--- config.mk ---
export PLATFORM = sky130hd
export DESIGN_NAME = multi_tick_div
export DESIGN_NICKNAME = d
export VERILOG_FILES = /design/src/rtl/multi_tick_div_pkg.sv /design/src/rtl/multi_tick_div_tick_chan.sv /design/src/rtl/multi_tick_div.sv
export SDC_FILE = /design/constraint.sdc
export NUM_CORES = 1
export LEC_CHECK = 0
export ABC_CLOCK_PERIOD_IN_PS = 2120
export CAP_MARGIN = 25
export CELL_PAD_IN_SITES_DETAIL_PLACEMENT = 0
export CELL_PAD_IN_SITES_GLOBAL_PLACEMENT = 2
export CORE_AREA = 10 10 249 251
export DETAILED_ROUTE_END_ITERATION = 8
export DIE_AREA = 0 0 259 261
export PLACE_DENSITY = 0.78
export REMOVE_ABC_BUFFERS = 1
export SLEW_MARGIN = 20
export SYNTH_ARGS = -nofsm -noshare
export SYNTH_HDL_FRONTEND = slang
export SYNTH_SLANG_ARGS = --single-unit
--- constraint.sdc ---
create_clock -name clk -period 2.12 [get_ports clk]
set_input_delay 0.212 -clock clk [delete_from_list [all_inputs] [get_ports clk]]
set_output_delay 0.212 -clock clk [all_outputs]
set_load 0.05 [all_outputs]
--- src/rtl/multi_tick_div_pkg.sv ---
// multi_tick_div_pkg: shared channel FSM encodings and standard 50 MHz divisor constants.
package multi_tick_div_pkg;

    typedef enum logic [1:0] {
        ST_IDLE = 2'd0,
        ST_RUN  = 2'd1,
        ST_DONE = 2'd2
    } ch_state_e;

    localparam int unsigned DIV_1S    = 50_000_000 - 1;
    localparam int unsigned DIV_100MS = 5_000_000 - 1;

endpackage

--- src/rtl/multi_tick_div_tick_chan.sv ---
// tick_chan: one tick channel with FSM, counter, divisor, shadow divisor and registered tick.
module tick_chan
    import multi_tick_div_pkg::*;
#(
    parameter int unsigned       CNT_W       = 32,
    parameter logic [CNT_W-1:0]  DIV_DEFAULT = CNT_W'(DIV_1S)
) (
    input  logic             clk,
    input  logic             rst_n,
    input  logic             en,
    input  logic             oneshot,
    input  logic             sync_clr,
    input  logic             load_we,
    input  logic [CNT_W-1:0] load_div,
    output logic             pending,
    output logic             tick,
    output logic             busy
);

    ch_state_e        state_q, state_d;
    logic [CNT_W-1:0] cnt_q, cnt_d, div_q, div_d, shadow_q, shadow_d;
    logic             pend_q, pend_d, oneshot_q, oneshot_d, tick_q, tick_d;
    logic             apply;

    always_comb begin
        state_d   = state_q;
        cnt_d     = cnt_q;
        div_d     = div_q;
        shadow_d  = shadow_q;
        pend_d    = pend_q;
        oneshot_d = oneshot_q;
        tick_d    = 1'b0;
        apply     = 1'b0;
        if (sync_clr) begin
            cnt_d = '0;
            apply = 1'b1;
            if (!en) state_d = ST_IDLE;
        end else begin
            case (state_q)
                ST_IDLE: begin
                    cnt_d = '0;
                    apply = 1'b1;
                    if (en) begin
                        state_d   = ST_RUN;
                        oneshot_d = oneshot;
                    end
                end
                ST_RUN: begin
                    if (!en) begin
                        state_d = ST_IDLE;
                        cnt_d   = '0;
                        apply   = 1'b1;
                    end else if (cnt_q == div_q) begin
                        cnt_d  = '0;
                        tick_d = 1'b1;
                        apply  = 1'b1;
                        if (oneshot_q) state_d = ST_DONE;
                    end else begin
                        cnt_d = cnt_q + CNT_W'(1);
                    end
                end
                ST_DONE: begin
                    cnt_d = '0;
                    apply = 1'b1;
                    if (!en) state_d = ST_IDLE;
                end
                default: state_d = ST_IDLE;
            endcase
        end
        if (apply && pend_q) begin
            div_d  = shadow_q;
            pend_d = 1'b0;
        end
        // A running channel only takes a new divisor at a period boundary.
        if (load_we) begin
            if (state_q == ST_RUN) begin
                shadow_d = load_div;
                pend_d   = 1'b1;
            end else begin
                div_d = load_div;
            end
        end
    end

    always_ff @(posedge clk or negedge rst_n) begin
        if (!rst_n) begin
            state_q   <= ST_IDLE;
            cnt_q     <= '0;
            div_q     <= DIV_DEFAULT;
            shadow_q  <= '0;
            pend_q    <= 1'b0;
            oneshot_q <= 1'b0;
            tick_q    <= 1'b0;
        end else begin
            state_q   <= state_d;
            cnt_q     <= cnt_d;
            div_q     <= div_d;
            shadow_q  <= shadow_d;
            pend_q    <= pend_d;
            oneshot_q <= oneshot_d;
            tick_q    <= tick_d;
        end
    end

    assign pending = pend_q;
    assign tick    = tick_q;
    assign busy    = (state_q == ST_RUN);

endmodule

--- src/rtl/multi_tick_div.sv ---
// multi_tick_div: CH_NUM independent programmable tick channels with per-channel divisor loading.
module multi_tick_div
    import multi_tick_div_pkg::*;
#(
    parameter int unsigned      CH_NUM      = 4,
    parameter int unsigned      CNT_W       = 32,
    parameter logic [CNT_W-1:0] DIV_DEFAULT = CNT_W'(DIV_1S),
    localparam int unsigned     IDX_W       = (CH_NUM > 1) ? $clog2(CH_NUM) : 1
) (
    input  logic              clk,
    input  logic              rst_n,
    input  logic [CH_NUM-1:0] ch_en,
    input  logic [CH_NUM-1:0] ch_oneshot,
    input  logic              sync_clr,
    input  logic              load_valid,
    input  logic [IDX_W-1:0]  load_ch,
    input  logic [CNT_W-1:0]  load_div,
    output logic              load_ready,
    output logic [CH_NUM-1:0] tick,
    output logic [CH_NUM-1:0] busy
);

    logic [CH_NUM-1:0]       pending;
    logic [(2**IDX_W)-1:0]   pend_ext;

    // Indices beyond CH_NUM see a zero pending flag, so such loads are accepted and dropped.
    always_comb begin
        pend_ext             = '0;
        pend_ext[CH_NUM-1:0] = pending;
    end

    assign load_ready = !pend_ext[load_ch];

    for (genvar i = 0; i < CH_NUM; i++) begin : g_ch
        tick_chan #(
            .CNT_W       (CNT_W),
            .DIV_DEFAULT (DIV_DEFAULT)
        ) u_chan (
            .clk      (clk),
            .rst_n    (rst_n),
            .en       (ch_en[i]),
            .oneshot  (ch_oneshot[i]),
            .sync_clr (sync_clr),
            .load_we  (load_valid && load_ready && (load_ch == IDX_W'(i))),
            .load_div (load_div),
            .pending  (pending[i]),
            .tick     (tick[i]),
            .busy     (busy[i])
        );
    end

endmodule

### Word level (Yosys, flattened, before mapping)

Cells that the tools add are included.

* logic and storage cells: 194
* input bits: 46
* memories: 0
* output and inout bits: 9
* latch bits: 0
* register bits: 404
* ROM bits: 0
* bits in writable memories: 0

* mux-type cells: 98
* $mul: 0
* div/mod/pow operators: 0
* equality and inequality tests: 27
* bitwise logic cells: 1
* shift operators: 0
* reduce and logical (&&, ||, !) cells: 35
* $lt $le $gt $ge: 1
* $add $sub $neg: 4

Operator list (number)
* $mux 32: 24
* $pmux 32 s2: 4
* $add 32x1->32 const B: 4
* $eq 32x32->1: 4
* $mux 2: 24
* $mux 1: 37
* $ne 4x4->1 const B: 8
* $pmux 2 s3: 4
* $reduce_and 3->1: 8
* $eq 2x2->1 const B: 6
* $ne 3x3->1 const B: 4
* $reduce_bool 3->1: 4
* $eq 2x1->1 const B: 5
* $logic_not 2->1: 5
* $logic_and 1x1->1: 9
* $pmux 1 s2: 4
* $reduce_and 2->1: 4
* $reduce_or 2->1: 4
* $lt 2x3->1 const B: 1
* $bmux 1 s2: 1
* $logic_not 1->1: 1
* $not 1->1: 1

### Depth between registers and ports, before layout

* depth after elaboration: 9
* mapped depth: 9
* depth with buffers taken out: 7

### Cells and area by module

Synthesis repeated with hierarchy kept, for this count alone.

* cells, all modules: 2004
* area, all modules: 20783.7 µm²

By module, submodules not included
* tick_chan (g_ch[0].u_chan ...): cells each 499, sequential area each 2549.9 µm², times used 3, area an instance 5107.4 µm²
* tick_chan (g_ch[3].u_chan): cells each 500, sequential area each 2549.9 µm², times used 1, area an instance 5397.7 µm²
* multi_tick_div: cells each 7, sequential area each 0.0 µm², times used 1, area an instance 63.8 µm²

### Worst setup path after synthesis

OpenSTA, ideal clock, no wires.

* kind: input-to-output
* start point: in load_ch[1]
* end point: out load_ready
* stages on the path: 3
* data arrival time: 1.926 ns
* setup slack: -0.018 ns
* data required time: 1.908 ns
* buffers on the path: 1
* cell sequence: clkbuf_1 mux2_2 o21ai_0

* cells in the longest elaborated chain, start to end: 3

Ends and longest elaborated chain
* from (decl): line multi_tick_div.sv:16 `input logic [IDX_W-1:0] load_ch,`
* $bmux 1 s2: line multi_tick_div.sv:32 `assign load_ready = !pend_ext[load_ch];`
* $mux 1 (implied by the code): line multi_tick_div.sv:32
* $logic_not 1->1: line multi_tick_div.sv:32
* to (decl): line multi_tick_div.sv:18 `output logic load_ready,`

No other way between the ends. The select of a mux whose other input is x is not followed.

### Worst setup path in the final report

* start point: reg g_ch[0].u_chan.div_q[22]
* end point: reg g_ch[0].u_chan.div_q[29]

* cells in the longest elaborated chain, start to end: 9

Ends and longest elaborated chain
* from (decl): line multi_tick_div_tick_chan.sv:21 `logic [CNT_W-1:0] cnt_q, cnt_d, div_q, div_d, shadow_q, shadow_d;`
* from (signal assigned): line multi_tick_div_tick_chan.sv:97 `div_q <= div_d;`
* $eq 32x32->1 *: line multi_tick_div_tick_chan.sv:53 `end else if (cnt_q == div_q) begin`
* $mux 1 *: line multi_tick_div_tick_chan.sv:53
* $mux 1 *: line multi_tick_div_tick_chan.sv:49 `if (!en) begin`
* $pmux 1 s2 *: line multi_tick_div_tick_chan.sv:39 `case (state_q)`
* $mux 1 *: line multi_tick_div_tick_chan.sv:34 `if (sync_clr) begin`
* $logic_and 1x1->1 *: line multi_tick_div_tick_chan.sv:70 `if (apply && pend_q) begin`
* $mux 32 *: line multi_tick_div_tick_chan.sv:70
* $mux 32: line multi_tick_div_tick_chan.sv:76 `if (state_q == ST_RUN) begin`
* $mux 32 *: line multi_tick_div_tick_chan.sv:75 `if (load_we) begin`
* via g_ch[0].u_chan.div_d[29]: line multi_tick_div_tick_chan.sv:21

The timed path passes the listed nets; every way through them passes the cells marked *.
A chain may end at the register's enable or synchronous reset.

==> impl_metrics.yaml <==
power_and_ir_drop:
  powerDensity_nw_per_um2: 819
  power.ir.vdd_worst_uv: 473
  total_leakage_power_nw: 11.2
route:
  route.vias.total: 16900
  routed_wirelength_mm: 65.3
  drt-pass1-iter-count: 5
  vias_per_cell: 5.47
  detail_route.wl_per_cell_um: 21.1
  ant_nets: 0
  dr.first_iter.drc_count: 1559
  drc: 0
layout:
  nets: 2340
  layout_overhead_on_the_synthesized_area_pct: 29.2
  mostFrequentLayoutCell: "sky130_fd_sc_hd__dfrtp_1"
  diodes: 0
  layout-drive-gt1-share_pct: 31.0
  layout.cells.most_common_list: "sky130_fd_sc_hd__dfrtp_1 (327), sky130_fd_sc_hd__buf_4 (223), sky130_fd_sc_hd__nand2_1 (196)"
yosys:
  synth-edff-count: 0
  syn-instance-count: 2040
  synth-compound-area-share_pct: 12.6
  async_s_r_ff_share_synth_pct: 100
  syn-cell-area_um2: 20800
  multiplexer_area_fraction_after_synthesis_pct: 7.44
  synth-adder-area-share_pct: 0.241
  synth_cell_types: 69
  synth-seq-cells: 404
  yosys_warnings: 0
  synth_top_family_by_area: "simple AND/OR/NAND/NOR gates"
  syn_avg_cell_area_um2: 10.2
  postSynth.topFlopCell: "sky130_fd_sc_hd__dfrtp_1"
  synth_simple_gate_area_share_pct: 18.0
  sequential_area_share_after_synthesis_pct: 49.0
  synth_xor_xnor_area_share_pct: 8.26
die:
  placeableCoreArea_um2: 57100
  die_height_um: 261
  dieArea_um2: 67600
  initial_core_util_pct: 36.4
  pin_count: 55
  die_width_um: 259
  std_cell_rows: 88
outcome:
  outcome: "complete, but fails checks"
  violations_in_the_final_reports: "negative setup slack"
placement:
  hpwlAfterDp_mm: 42.0
  detailedPlace.worstSlack_ns: -0.254
  place.gp.congestion: 0.799
  portBuffers: 54
setup_path:
  required_time_of_the_critical_path_ns: 2.58
  crit_buf_inv: 1
  critical_path.reg2reg.endpoint: "g_ch[0].u_chan.div_q[29]"
  critical_path.max_stage_delay_ns: 0.54
  reg2reg_setup_slack_ns: -0.08
  r2r_cells: 7
  cp-start-kind: "flip-flop"
  crit_path_top_delay_cell: "sky130_fd_sc_hd__dfstp_2"
  cp_cell_sequence: "xor2_1, nor4_2, and4_1, a21o_4, clkbuf_16, and3_1, a221o_1"
  worst-path-stages: 7
  critical_path.reg2reg.startpoint: "g_ch[0].u_chan.div_q[22]"
  path_class: "flip-flop to flip-flop"
  timing.critical_path.arrival_ns: 2.66
  crit_fanout: 8
  critPathTopFamily: "compound AO/OA/AOI/OAI gates"
  worst_setup_path_end_kind: "flip-flop"
worst_hold_path:
  hp-class: "input pin to async pin"
global_route:
  groute.usage.overall_pct: 18.6
  grt_max_degree: 79
  number_of_global_route_vias_before_repair: 16800
  first_pass_grt_wire_length_mm: 99.7
  antenna_found_initial: 0
  grt.overflow.total: 0
sta:
  finalHoldViolations: 0
  worst_hold_slack_ns: 0.107
  period_needed_ns: 2.20
  final-max-slew-violation-count: 0
  rsz_0062_raised_after_global_routing: "yes"
  share_of_the_clock_period_used_by_the_worst_path_pct: 104
  max_slew.worst_pin.slew_ns: 0.836
  fmax_mhz: 454
  setup_viol_count_final: 133
  finalWorstSetupSlack_ns: -0.0839
  relSlewSlack_pct: 44.1
  worst_clock_skew_ns: 0.0183
clock_tree:
  cts.htree.levels: 2
  clock_tree_from_tritoncts: "done"
  clk_latency_ns: 0.59
  cts_sinks: 404
  clk_root_buffer_cell: "sky130_fd_sc_hd__clkbuf_16"
  numCtsBuffers: 47
  cts.reportedPaths.clkPinSlew_ns: 0.06
  clk_path_buf_depth: 3
job:
  max-cap-violations: 0
## timing repair
action,4_1_cts,5_1_grt
cloned,8,13
endpoints found under the setup margin,229,244
endpoints found under the hold margin,335,0
pin swaps,82,86
hold buffers,1,0
setup buffers,14,13
gates resized for setup,94,126
## cell usage after synthesis, types with 7 or more instances
cell type	count	share of area, %
sky130_fd_sc_hd__a21boi_0	7	0.25
sky130_fd_sc_hd__a21o_1	9	0.32
sky130_fd_sc_hd__a21oi_1	61	1.5
sky130_fd_sc_hd__a221o_1	33	1.6
sky130_fd_sc_hd__a22o_1	15	0.63
sky130_fd_sc_hd__a41oi_1	33	1.4
sky130_fd_sc_hd__and2_1	8	0.24
sky130_fd_sc_hd__and3_1	55	1.7
sky130_fd_sc_hd__and4_1	12	0.51
sky130_fd_sc_hd__buf_2	33	0.79
sky130_fd_sc_hd__buf_4	18	0.65
sky130_fd_sc_hd__clkbuf_1	79	1.4
sky130_fd_sc_hd__clkbuf_2	7	0.17
sky130_fd_sc_hd__dfrtp_1	332	40
sky130_fd_sc_hd__dfstp_2	72	9.1
sky130_fd_sc_hd__inv_1	63	1.1
sky130_fd_sc_hd__mux2_2	133	7.2
sky130_fd_sc_hd__nand2_1	197	3.6
sky130_fd_sc_hd__nand2b_1	10	0.30
sky130_fd_sc_hd__nand3_1	58	1.4
sky130_fd_sc_hd__nand4_1	84	2.5
sky130_fd_sc_hd__nor2_1	142	2.6
sky130_fd_sc_hd__nor2b_1	44	1.3
sky130_fd_sc_hd__nor3_1	29	0.70
sky130_fd_sc_hd__nor4_1	24	0.72
sky130_fd_sc_hd__o211ai_1	97	3.5
sky130_fd_sc_hd__o21ai_0	77	1.9
sky130_fd_sc_hd__o41ai_1	7	0.29
sky130_fd_sc_hd__or3_1	8	0.24
sky130_fd_sc_hd__xnor2_1	97	4.1
sky130_fd_sc_hd__xor2_1	99	4.2
## metal layers
layer	vias to the layer above	track usage (%)	share of wire, %
li1	7835	-	-
met2	365	29.2	46
met4	0	5.91	3.1
met3	89	2.44	3.8
met1	8628	26.3	47
met5	-	0	0
## cell families (layout without fill, tap and decap cells)
family	after synthesis	count (layout)
and+or+nand+nor	718	721
DFF	404	404
buffers and inverters	208	493
AOI/OAI and AO/OA	372	372
muxes	138	138
adders and majority gates	4	4
xor gates and xnor gates	196	196
## per-stage QoR
stage | area, um2 | utilization (%) | total power, mW | TNS (ns) | std cells
6_report | 26900 | 47.0 | 22.0 | -5.03 | 3093
5_1_grt | 26900 | 47.0 | 23.0 | -17.29 | 3093
4_1_cts | 26100 | 45.6 | 22.0 | -5.89 | 3072
3_5_place_dp | 23900 | 41.8 | 13.3 | -29.22 | 2963
3_3_place_gp | 23900 | 41.8 | 13.2 | -26.72 | 2963
2_1_floorplan | 20100 | - | 11.9 | -246.12 | 1895
## cell type report
cell class / count / area [um2]
Fill cell: 5258 / 30300
Multi-Input combinational cell: 1431 / 10400
Sequential cell: 404 / 10200
Timing Repair Buffer: 343 / 3430
Clock buffer: 70 / 1410
Tap cell: 765 / 957
Inverter: 63 / 236
Clock inverter: 17 / 194
## worst reg2reg max path: cells and delay by family, from the launching register on
family | cells | cell delay, ns
xor+xnor | 1 | 0.28
flops | 1 | 0.54
compound gates | 2 | 0.57
simple gates | 3 | 0.49
buf+inv | 1 | 0.21
## flip-flops by register name (all words and copies together) (netlist names)
register / cells
g_ch.u_chan.cnt_q: 128
g_ch.u_chan.div_q: 128
g_ch.u_chan.oneshot_q: 4
g_ch.u_chan.pending: 4
g_ch.u_chan.shadow_q: 128
g_ch.u_chan.state_q: 8
g_ch.u_chan.tick: 4
## how the worst max path moves through the flow
stage	startpoint	end
floorplan	g_ch[2].u_chan.div_q[21]	g_ch[2].u_chan.cnt_q[28]
global placement	g_ch[0].u_chan.div_q[19]	g_ch[0].u_chan.div_q[18]
detailed placement	g_ch[1].u_chan.div_q[3]	g_ch[1].u_chan.div_q[26]
CTS	g_ch[1].u_chan.div_q[21]	g_ch[1].u_chan.div_q[29]
global route	g_ch[3].u_chan.div_q[22]	g_ch[3].u_chan.div_q[28]
finish	g_ch[0].u_chan.div_q[22]	g_ch[0].u_chan.div_q[29]
## power breakdown
part | leakage (nW) | switching [mW] | internal, mW
clock network | 0.789 | 3.40 | 5.06
logic | 5.39 | 1.59 | 1.87
registers | 5.05 | 0.878 | 9.20
(Power assumes the default switching activity.)
==> RTL change: new RTL, config.mk and constraints unchanged <==
Reset style: synchronous (`rst_n`), changed in one clocked block.
--- a/src/rtl/multi_tick_div_tick_chan.sv
+++ b/src/rtl/multi_tick_div_tick_chan.sv
@@ -82,7 +82,7 @@
         end
     end
 
-    always_ff @(posedge clk or negedge rst_n) begin
+    always_ff @(posedge clk) begin
         if (!rst_n) begin
             state_q   <= ST_IDLE;
             cnt_q     <= '0;
Formal check against the unedited RTL: differs if rst_n is asserted again (counterexample within 4 cycles, from zero or initial values and one cycle with rst_n low); with rst_n held inactive, the same outputs for 4 cycles.
==> RTL change against the unedited design <==
  * The flow still finishes with violations (setup timing)
  * Area after synthesis decreased by 8.6%
  * Final area decreased by 7.6%
  * Die area unchanged
  * Critical path depth increased by 1
  * Clock skew decreased by 0.0056 ns
  * Sequential cell count unchanged
  * Setup slack improved by 0.032 ns
  * Routed wire length increased by 6.0%
  * Critical path type unchanged
  * Largest cell class unchanged
Power is not compared: it rests on default switching activity, and its combinational part moved more than twofold at a synthesized area within 25%.
==> RTL change: results (changes against the unedited design) <==
WORST_SLACK_NS=-0.0518  # +0.0321 ns
CELL_VARIETY_AFTER_SYNTH=54  # -22%
SETUP_VIOLATIONS=13  # -90%
NETLIST_TOP_CELLS_AREA='sky130_fd_sc_hd__dfxtp_1 (43%), sky130_fd_sc_hd__nand2_1 (9.4%), sky130_fd_sc_hd__xnor2_1 (6.6%)'
FINAL.SETUP_SKEW_NS=0.0127  # -0.00561 ns
DRIVE_ABOVE_1_SHARE=0.207  # -0.103
FINALSETUPTNS_NS=-0.388  # +4.64 ns
WIRELENGTH_UM=69200  # +6.0%
STATUS='finished with violations'
CRIT_PATH_MAX_FANOUT=7  # -1
SYNTH-SEQ-AREA-SHARE=0.425  # -0.0650
SYNTH_COMMONEST_CELLS='sky130_fd_sc_hd__nand2_1 (478), sky130_fd_sc_hd__dfxtp_1 (404), sky130_fd_sc_hd__nor2_1 (262)'
FILL_CELLS=5619  # +6.9%
GLOBALROUTETOTALUTIL=0.196  # +0.00989
TIMING.CRITICAL_PATH.ARRIVAL_NS=2.64  # -0.02 ns
FINALNETCOUNT=2595  # +11%
GRT_PASS1_VIAS=16500  # -1.8%
ANTENNA_FOUND_INITIAL=1  # +1
YOSYS_MOST_USED_DFF='sky130_fd_sc_hd__dfxtp_1'
SYNTHARSTFLOPSHARE=0  # -1.00
GRT_MAX_DEGREE=37  # -53%
SYNTH_MOST_COMMON_CELL='sky130_fd_sc_hd__nand2_1'
GRT_PASS1_WL_UM=102000  # +1.8%
ACTUAL_TRANSITION_AT_THE_WORST_MAX_TRANSITION_PIN_NS=0.574  # -0.262 ns
NUM_VIAS=17300  # +2.2%
ROUTABILITYCONGESTION=0.865  # +8.3%
FAILED_CHECKS='setup timing'
HPWLAFTERDP_UM=48400  # +15%
TOTAL_CTS_BUFFERS=48  # +2.1%
DRT-INITIAL-DRC-COUNT=1270  # -19%
TIMING.HOLD.WORST.CLASS='input port to flip-flop'
[RTL change: metrics by stage]
step	area, um^2	cells	worst slack (ns)
2_1_floorplan	18300	2137	-1.37
3_3_place_gp	22400	3235	-0.151
3_5_place_dp	22400	3235	-0.216
4_1_cts	24000	3323	0.00136
5_1_grt	24800	3346	-0.0895
6_report	24800	3346	-0.0518
[RTL change: repair_timing]
action,4_1_cts,5_1_grt
pin swaps,12,72
gates cloned,0,11
buffers inserted,3,12
endpoints found under the hold margin,0,0
gates resized for setup,30,125
setup endpoints to repair,139,230
[RTL change: area by class of cell]
cell class	instances	area [um^2]	area share
multi-input combinational	1713	10600	0.426
sequential	404	8170	0.329
timing repair buffer	358	3460	0.139
clock buffer	65	1360	0.0547
tap	765	957	0.0386
clock inverter	21	218	0.00878
inverter	20	75.1	0.00303
[RTL change: cell families after synthesis]
family	share of synthesized area
AO/OA/AOI/OAI	0.171
XOR/XNOR	0.113
adder cells (fa/ha/maj)	0.00263
buffers and inverters	0.0412
flip-flops	0.425
multiplexers	0.00224
AND/OR/NAND/NOR	0.244
[RTL change: power by group through the flow]
stage	clock (W)	sequential (W)	combinational, W
2_1_floorplan	0	0.00795	0.000482
5_1_grt	0.00885	0.00784	0.00137
3_3_place_gp	0	0.00800	0.00123
3_5_place_dp	0	0.00800	0.00124
4_1_cts	0.00853	0.00783	0.00125
6_report	0.00838	0.00783	0.00130
[RTL change: final timing paths]
path | from | to | slack [ns] | cells after the start
worst min-delay path | rst_n | g_ch[1].u_chan.shadow_q[11] | 0.08 | 2
worst min register to register | g_ch[3].u_chan.shadow_q[16] | g_ch[3].u_chan.shadow_q[16] | 0.46 | 2
worst max register to register | g_ch[1].u_chan.div_q[24] | g_ch[1].u_chan.div_q[16] | -0.05 | 8
worst max-delay path | g_ch[1].u_chan.div_q[24] | g_ch[1].u_chan.div_q[16] | -0.05 | 8
[RTL change: layer usage]
layer / routed length (um) / share of wire / global-route usage / vias to the layer above
met3: 3690 / 0.053 / 0.0265 / 85
met4: 1680 / 0.024 / 0.0593 / 0
li1: - / - / - / 8418
met5: 0 / 0 / 0 / -
met1: 31900 / 0.46 / 0.265 / 8370
met2: 31900 / 0.46 / 0.321 / 415
[RTL change: critical path, cell delays in order (launching register included)]
cell                        delay [ns]
sky130_fd_sc_hd__dfxtp_2          0.35
sky130_fd_sc_hd__xor2_1           0.14
sky130_fd_sc_hd__nor4_1           0.30
sky130_fd_sc_hd__nand4_1          0.28
sky130_fd_sc_hd__o2111ai_2        0.31
sky130_fd_sc_hd__buf_6            0.20
sky130_fd_sc_hd__clkbuf_16        0.17
sky130_fd_sc_hd__a21oi_2          0.05
sky130_fd_sc_hd__a311o_1          0.26
